<file path="src/rtl/decoder_scan.sv">
// N-to-2**N one-hot decoder with registered outputs, plus an auto-scan mode
// that steps the index with a programmable per-output dwell time.
module decoder_scan #(
    parameter int unsigned N       = 3,
    parameter int unsigned DWELL_W = 8
) (
    input  logic                 clk,
    input  logic                 rst,
    input  logic                 en,
    input  logic                 mode,
    input  logic [N-1:0]         a,
    input  logic                 valid_in,
    input  logic [DWELL_W-1:0]   dwell,
    output logic [(2**N)-1:0]    y,
    output logic [N-1:0]         idx,
    output logic                 valid_out,
    output logic                 wrap
);

    localparam int unsigned M       = 2 ** N;
    localparam logic [M-1:0] ONE    = M'(1);
    localparam logic [N-1:0] IDX_MAX = {N{1'b1}};

    logic [M-1:0]       y_q, y_d;
    logic [N-1:0]       idx_q, idx_d;
    logic               valid_q, valid_d;
    logic               wrap_q, wrap_d;
    logic [DWELL_W-1:0] cnt_q, cnt_d;
    // Mode seen on the last enabled cycle; a 0 here marks the scan entry cycle.
    logic               scan_q, scan_d;

    // Next-state logic; everything holds unless en is high.
    always_comb begin
        y_d     = y_q;
        idx_d   = idx_q;
        valid_d = valid_q;
        wrap_d  = 1'b0;
        cnt_d   = cnt_q;
        scan_d  = scan_q;
        if (en) begin
            scan_d = mode;
            if (!mode) begin
                cnt_d   = '0;
                valid_d = valid_in;
                if (valid_in) begin
                    idx_d = a;
                    y_d   = ONE << a;
                end
            end else begin
                valid_d = 1'b1;
                if (!scan_q) begin
                    cnt_d = '0;
                end else if (cnt_q >= dwell) begin
                    // >= rather than == so a lowered dwell advances immediately.
                    cnt_d  = '0;
                    idx_d  = idx_q + N'(1);
                    wrap_d = (idx_q == IDX_MAX);
                end else begin
                    cnt_d = cnt_q + DWELL_W'(1);
                end
                y_d = ONE << idx_d;
            end
        end
    end

    // State register with synchronous reset.
    always_ff @(posedge clk) begin
        if (rst) begin
            y_q     <= '0;
            idx_q   <= '0;
            valid_q <= 1'b0;
            wrap_q  <= 1'b0;
            cnt_q   <= '0;
            scan_q  <= 1'b0;
        end else begin
            y_q     <= y_d;
            idx_q   <= idx_d;
            valid_q <= valid_d;
            wrap_q  <= wrap_d;
            cnt_q   <= cnt_d;
            scan_q  <= scan_d;
        end
    end

    assign y         = y_q;
    assign idx       = idx_q;
    assign valid_out = valid_q;
    assign wrap      = wrap_q;

endmodule

</file>
<file path="config.mk">
export PLATFORM = sky130hd
export DESIGN_NAME = decoder_scan
export DESIGN_NICKNAME = d
export VERILOG_FILES = /design/src/rtl/decoder_scan.sv
export SDC_FILE = /design/constraint.sdc
export NUM_CORES = 1
export LEC_CHECK = 0
export CAP_MARGIN = 15
export CORE_MARGIN = 3
export CORE_UTILIZATION = 36
export CTS_CLUSTER_SIZE = 8
export DETAILED_ROUTE_END_ITERATION = 8
export PLACE_DENSITY = 0.61
export RECOVER_POWER = 100
export SYNTH_ARGS = -nofsm -noshare
export SYNTH_HDL_FRONTEND = slang
export SYNTH_SLANG_ARGS = --single-unit
</file>
<file path="constraint.sdc">
create_clock -name clk -period 2.9 [get_ports clk]
set_input_delay 0.58 -clock clk [delete_from_list [all_inputs] [get_ports clk]]
set_output_delay 0.58 -clock clk [all_outputs]
set_load 0.01 [all_outputs]
</file>
# Word level (Yosys, flattened, before mapping)
# Index checks and enable logic that the tools add are counted.
# classes
shift,2
n_addsub,2
eq_ne,1
muxes,12
bitwise,4
reduce_logical,3
n_lt_le_gt_ge,1
# op_table
cell,n
$mux W8,5
$mux W3,6
$shl A1 B3 Y8 const A,2
$add A8 B1 Y8 const B,1
$ge A8 B8 Y1,1
$reduce_or A5 Y1,1
$not A1 Y1,4
$add A3 B1 Y3 const B,1
$eq A3 B3 Y1 const B,1
$reduce_and A2 Y1,1
$reduce_bool A2 Y1,1
$mux W1,1
# word_totals
input_bits,16
wordCells,31
output_inout_bits,13
reg_bits,22

# Depth between registers and ports, before layout
# logic_depth
word_depth,7
ltp_mapped,8
mapped_depth_nobuf,8

# Least setup slack after synthesis
# Ideal clock, no wire load.
# synth_path
path_type,input port to flip-flop
from,input port dwell[0]
to,register y_q[0] (netlist: y[0])
n_path_buf,0
stages,7
setup_time_ns,0.087
arrival_ns,2.234
required_time_ns,2.813
path_slack_ns,0.579
path_cell_list,ha_1 > nand2b_4 > a2111o_1 > a21oi_4 > nor4b_2 > or3_4 > o31ai_1
# synth_via
elab_chain_len,7
# synth_lines
element,line,source
start: declaration,13,"input logic [DWELL_W-1:0] dwell,"
$ge A8 B8 Y1,53,end else if (cnt_q >= dwell) begin
$mux W3,53,
$mux W3,51,if (!scan_q) begin
$mux W3,42,if (!mode) begin
$mux W3,40,if (en) begin
$shl A1 B3 Y8,61,y_d = ONE << idx_d;
$mux W8,42,
end signal: assignment,76,y_q <= y_d;
end: declaration,24,"logic [M-1:0] y_q, y_d;"
# Every way passes these cells. The select of a mux whose other input is x is not followed.
# A chain may end at the register's enable or synchronous reset.

# Worst setup path after layout
# layout_path
from,input port dwell[0]
to,register y_q[1] (netlist: y[1])
# The elaborated chain is that of the path after synthesis.

==> out/summary.txt <==
Worst path arrival time: 2.76 ns
Post_cts resized: 0
I/O pin cnt: 29
Placed Cells: 221
Synthesized area per cell: 8.45 µm²
Rel. slew slack: 0.542
H-tree levels: 1
Clock latency on the worst-skew pair: 0.30 ns
Largest area contributor in the synthesized netlist: dfxtp_1
Critical setup path kind: primary input to flop
Synth top area cells: dfxtp_1, ha_1, nand2_1
Max-cap violations: 0
CTS tree: yes
Top cell family by delay on the critical path: compound AO/OA/AOI/OAI gates
Hold path startpoint: y[3]
Post-CTS Setup Bufs: 0
CTS Sinks: 22
Routed WL: 3.02 mm
Synth async-reset ratio: 0
Post-DR wirelength/cell: 13.4 µm
All-Layer GR Usage: 0.164
Starting Density: 0.393
Crit start category: primary input
GPL Wtd Cong: 0.868
Final Non-Filler Cells: 225
Num CTS Buffers: 3
CP startpoint: dwell[0]
Hold-fix buffers, CTS: 0
DRT antenna net count: 0
Die height: 65.1 µm
Fillers: 343
Sequential area share after synthesis: 0.350
Pwr per Cell Area: 357 mW/mm²
Post-synth top area share: 0.350
Largest net degree at the start of global routing: 14
Highest Clock Rate: 388 MHz
Crit end category: flop
Ys flop type: dfxtp_1
Peak supply drop: 0.000273 V
Slew Viols, Final: 0
CP max-delay cell: a2111o_1
Die area: 0.00424 mm²
HP Class: flop to flop
Final setup viols: 0
Warnings from Yosys: 0
Fin worst setup slack: 0.324 ns
Reg-to-reg startpoint: cnt_q[0]
Unique masters post-synth: 36
Crit Path Max Fanout: 4
Final clock skew: 0.00562 ns
Nets@finish: 209
Clk slew on worst S/H paths: 0.12 ns
Endpoints failing hold: 0
Cell Rows: 20
Fraction of layout cells with a size suffix above 1: 0.105
Leakage: 0.000675 µW
WHS: 0.461 ns
Synth Cell Area: 0.00126 mm²
Buffers and inverters on the worst path: 1
DRC Markers: 0
Post-Synthesis Cells: 149
Post-route clock period utilization: 0.888
Maximum clock path buffer count: 2
FF+latch count, synth: 22
Total gr overflow: 0
Post-synth EDFFs: 0
Vias: 1189
DP Worst Slack: 0.0538 ns
Tot Pwr: 583 µW
Unrepaired setup endpoints after global routing: false
TritonRoute pass-1 iters: 4
Via density: 5.28
Critical path's largest stage delay: 0.48 ns
First-pass GRT wire length: 5.51 mm
Min Tclk post-route: 2.58 ns
Initial antenna violation count: 0
Die X: 65.1 µm
Vias in the first global route: 1217
Critical Path RT: 3.09 ns
Worst Tran Pin Value: 0.679 ns
Syn_nets: 176
Fin Setup TNS: 0 ns
Core ar.: 0.00320 mm²
Outcome: completed
IO buf count: 28
Worst path cell trace: clkdlybuf4s50_1, ha_1, nand2b_1, a2111o_1, a21oi_4, o21ai_0, a31oi_1, o31ai_1
N_diodes: 0
DP Wirelength: 2.39 mm
CTS root buffer: clkbuf_4
Area delta synth->final: 29.7%
Iter 0 DRT Violations: 43
-- final cells by class --
cell class              instances  area (µm²)  share of cell area
flip-flops and latches         22         440               0.270
repair buffers                 32         307               0.188
inverters                      10        37.5              0.0230
clock buffers                   4        36.3              0.0222
multi-input cells             113         757               0.464
well taps                      44        55.1              0.0337
-- registers in the layout, indices dropped and copies added, names as in the netlist --
signal / count
valid_out: 1
y: 8
cnt_q: 8
idx: 3
wrap: 1
scan_q: 1
-- Yosys cell counts (all sizes together), types with 3 or more instances --
library cell	instances
o21ai	11
ha	11
nand2b	4
nor2	7
inv	10
o31ai	9
nand2	21
nand3	3
and3	5
clkbuf	3
a21oi	16
nand3b	6
dfxtp	22
-- cells by family (layout without fill, tap and decap cells) --
family | after synthesis | after routing | synth area share
AND/OR/NAND/NOR | 55 | 55 | 0.240
AO/OA/AOI/OAI | 46 | 46 | 0.250
flip-flops | 22 | 22 | 0.350
buffers and inverters | 14 | 46 | 0.0427
adder cells (fa/ha/maj) | 11 | 11 | 0.109
multiplexers | 1 | 1 | 0.00895
-- cells in the final DEF (no fill, tap or decap), types with 3 or more instances in the layout --
cell             instances
dfxtp_1                 22
nand2_1                 21
clkdlybuf4s50_1         14
dlygate4sd3_1           14
a21oi_1                 13
ha_1                    11
inv_1                   10
o21ai_0                 10
o31ai_1                  9
nor2_1                   6
nand3b_1                 6
and3_1                   5
nand2b_1                 4
nand3_1                  3
clkbuf_4                 3
buf_4                    3
-- metrics by stage --
| stage | instance area (µm²) | util |
|---|---|---|
| after floorplan | 1260 | - |
| after global placement | 1610 | 0.502 |
| after detailed placement | 1610 | 0.502 |
| after CTS | 1640 | 0.513 |
| after global routing | 1630 | 0.510 |
| final | 1630 | 0.510 |
-- where the power goes --
group	internal, µW	switching, µW	total (µW)	leakage (µW)
clock network	76.6	89.6	166	0.0000210
logic	50.0	49.6	99.7	0.000475
registers	310	6.47	317	0.000179
-- worst paths after layout --
kind                to  slack, ns  cells past startpoint
hold / removal    y[3]       0.46                      2
hold reg to reg   y[3]       0.46                      2
setup reg to reg  y[1]       0.61                      8
setup / recovery  y[1]       0.32                      8
-- metal layers --
| layer | global-route usage | wire length, µm | vias up | part of all wire |
|---|---|---|---|---|
| li1 | - | - | 605 | - |
| met1 | 0.204 | 1410 | 558 | 0.47 |
| met2 | 0.285 | 1470 | 24 | 0.49 |
| met3 | 0.0359 | 122 | 2 | 0.040 |
| met4 | 0.0466 | 14 | 0 | 0.0046 |
| met5 | 0 | 0 | - | 0 |
-- worst register-to-register path, cell delays in order (launching register included) --
cell      delay, ns
dfxtp_1        0.36
inv_1          0.07
ha_1           0.26
nand2b_1       0.14
a2111o_1       0.48
a21oi_4        0.19
o21ai_0        0.17
a31oi_1        0.39
o31ai_1        0.13
Note: power is estimated with default switching activity, not from simulation.
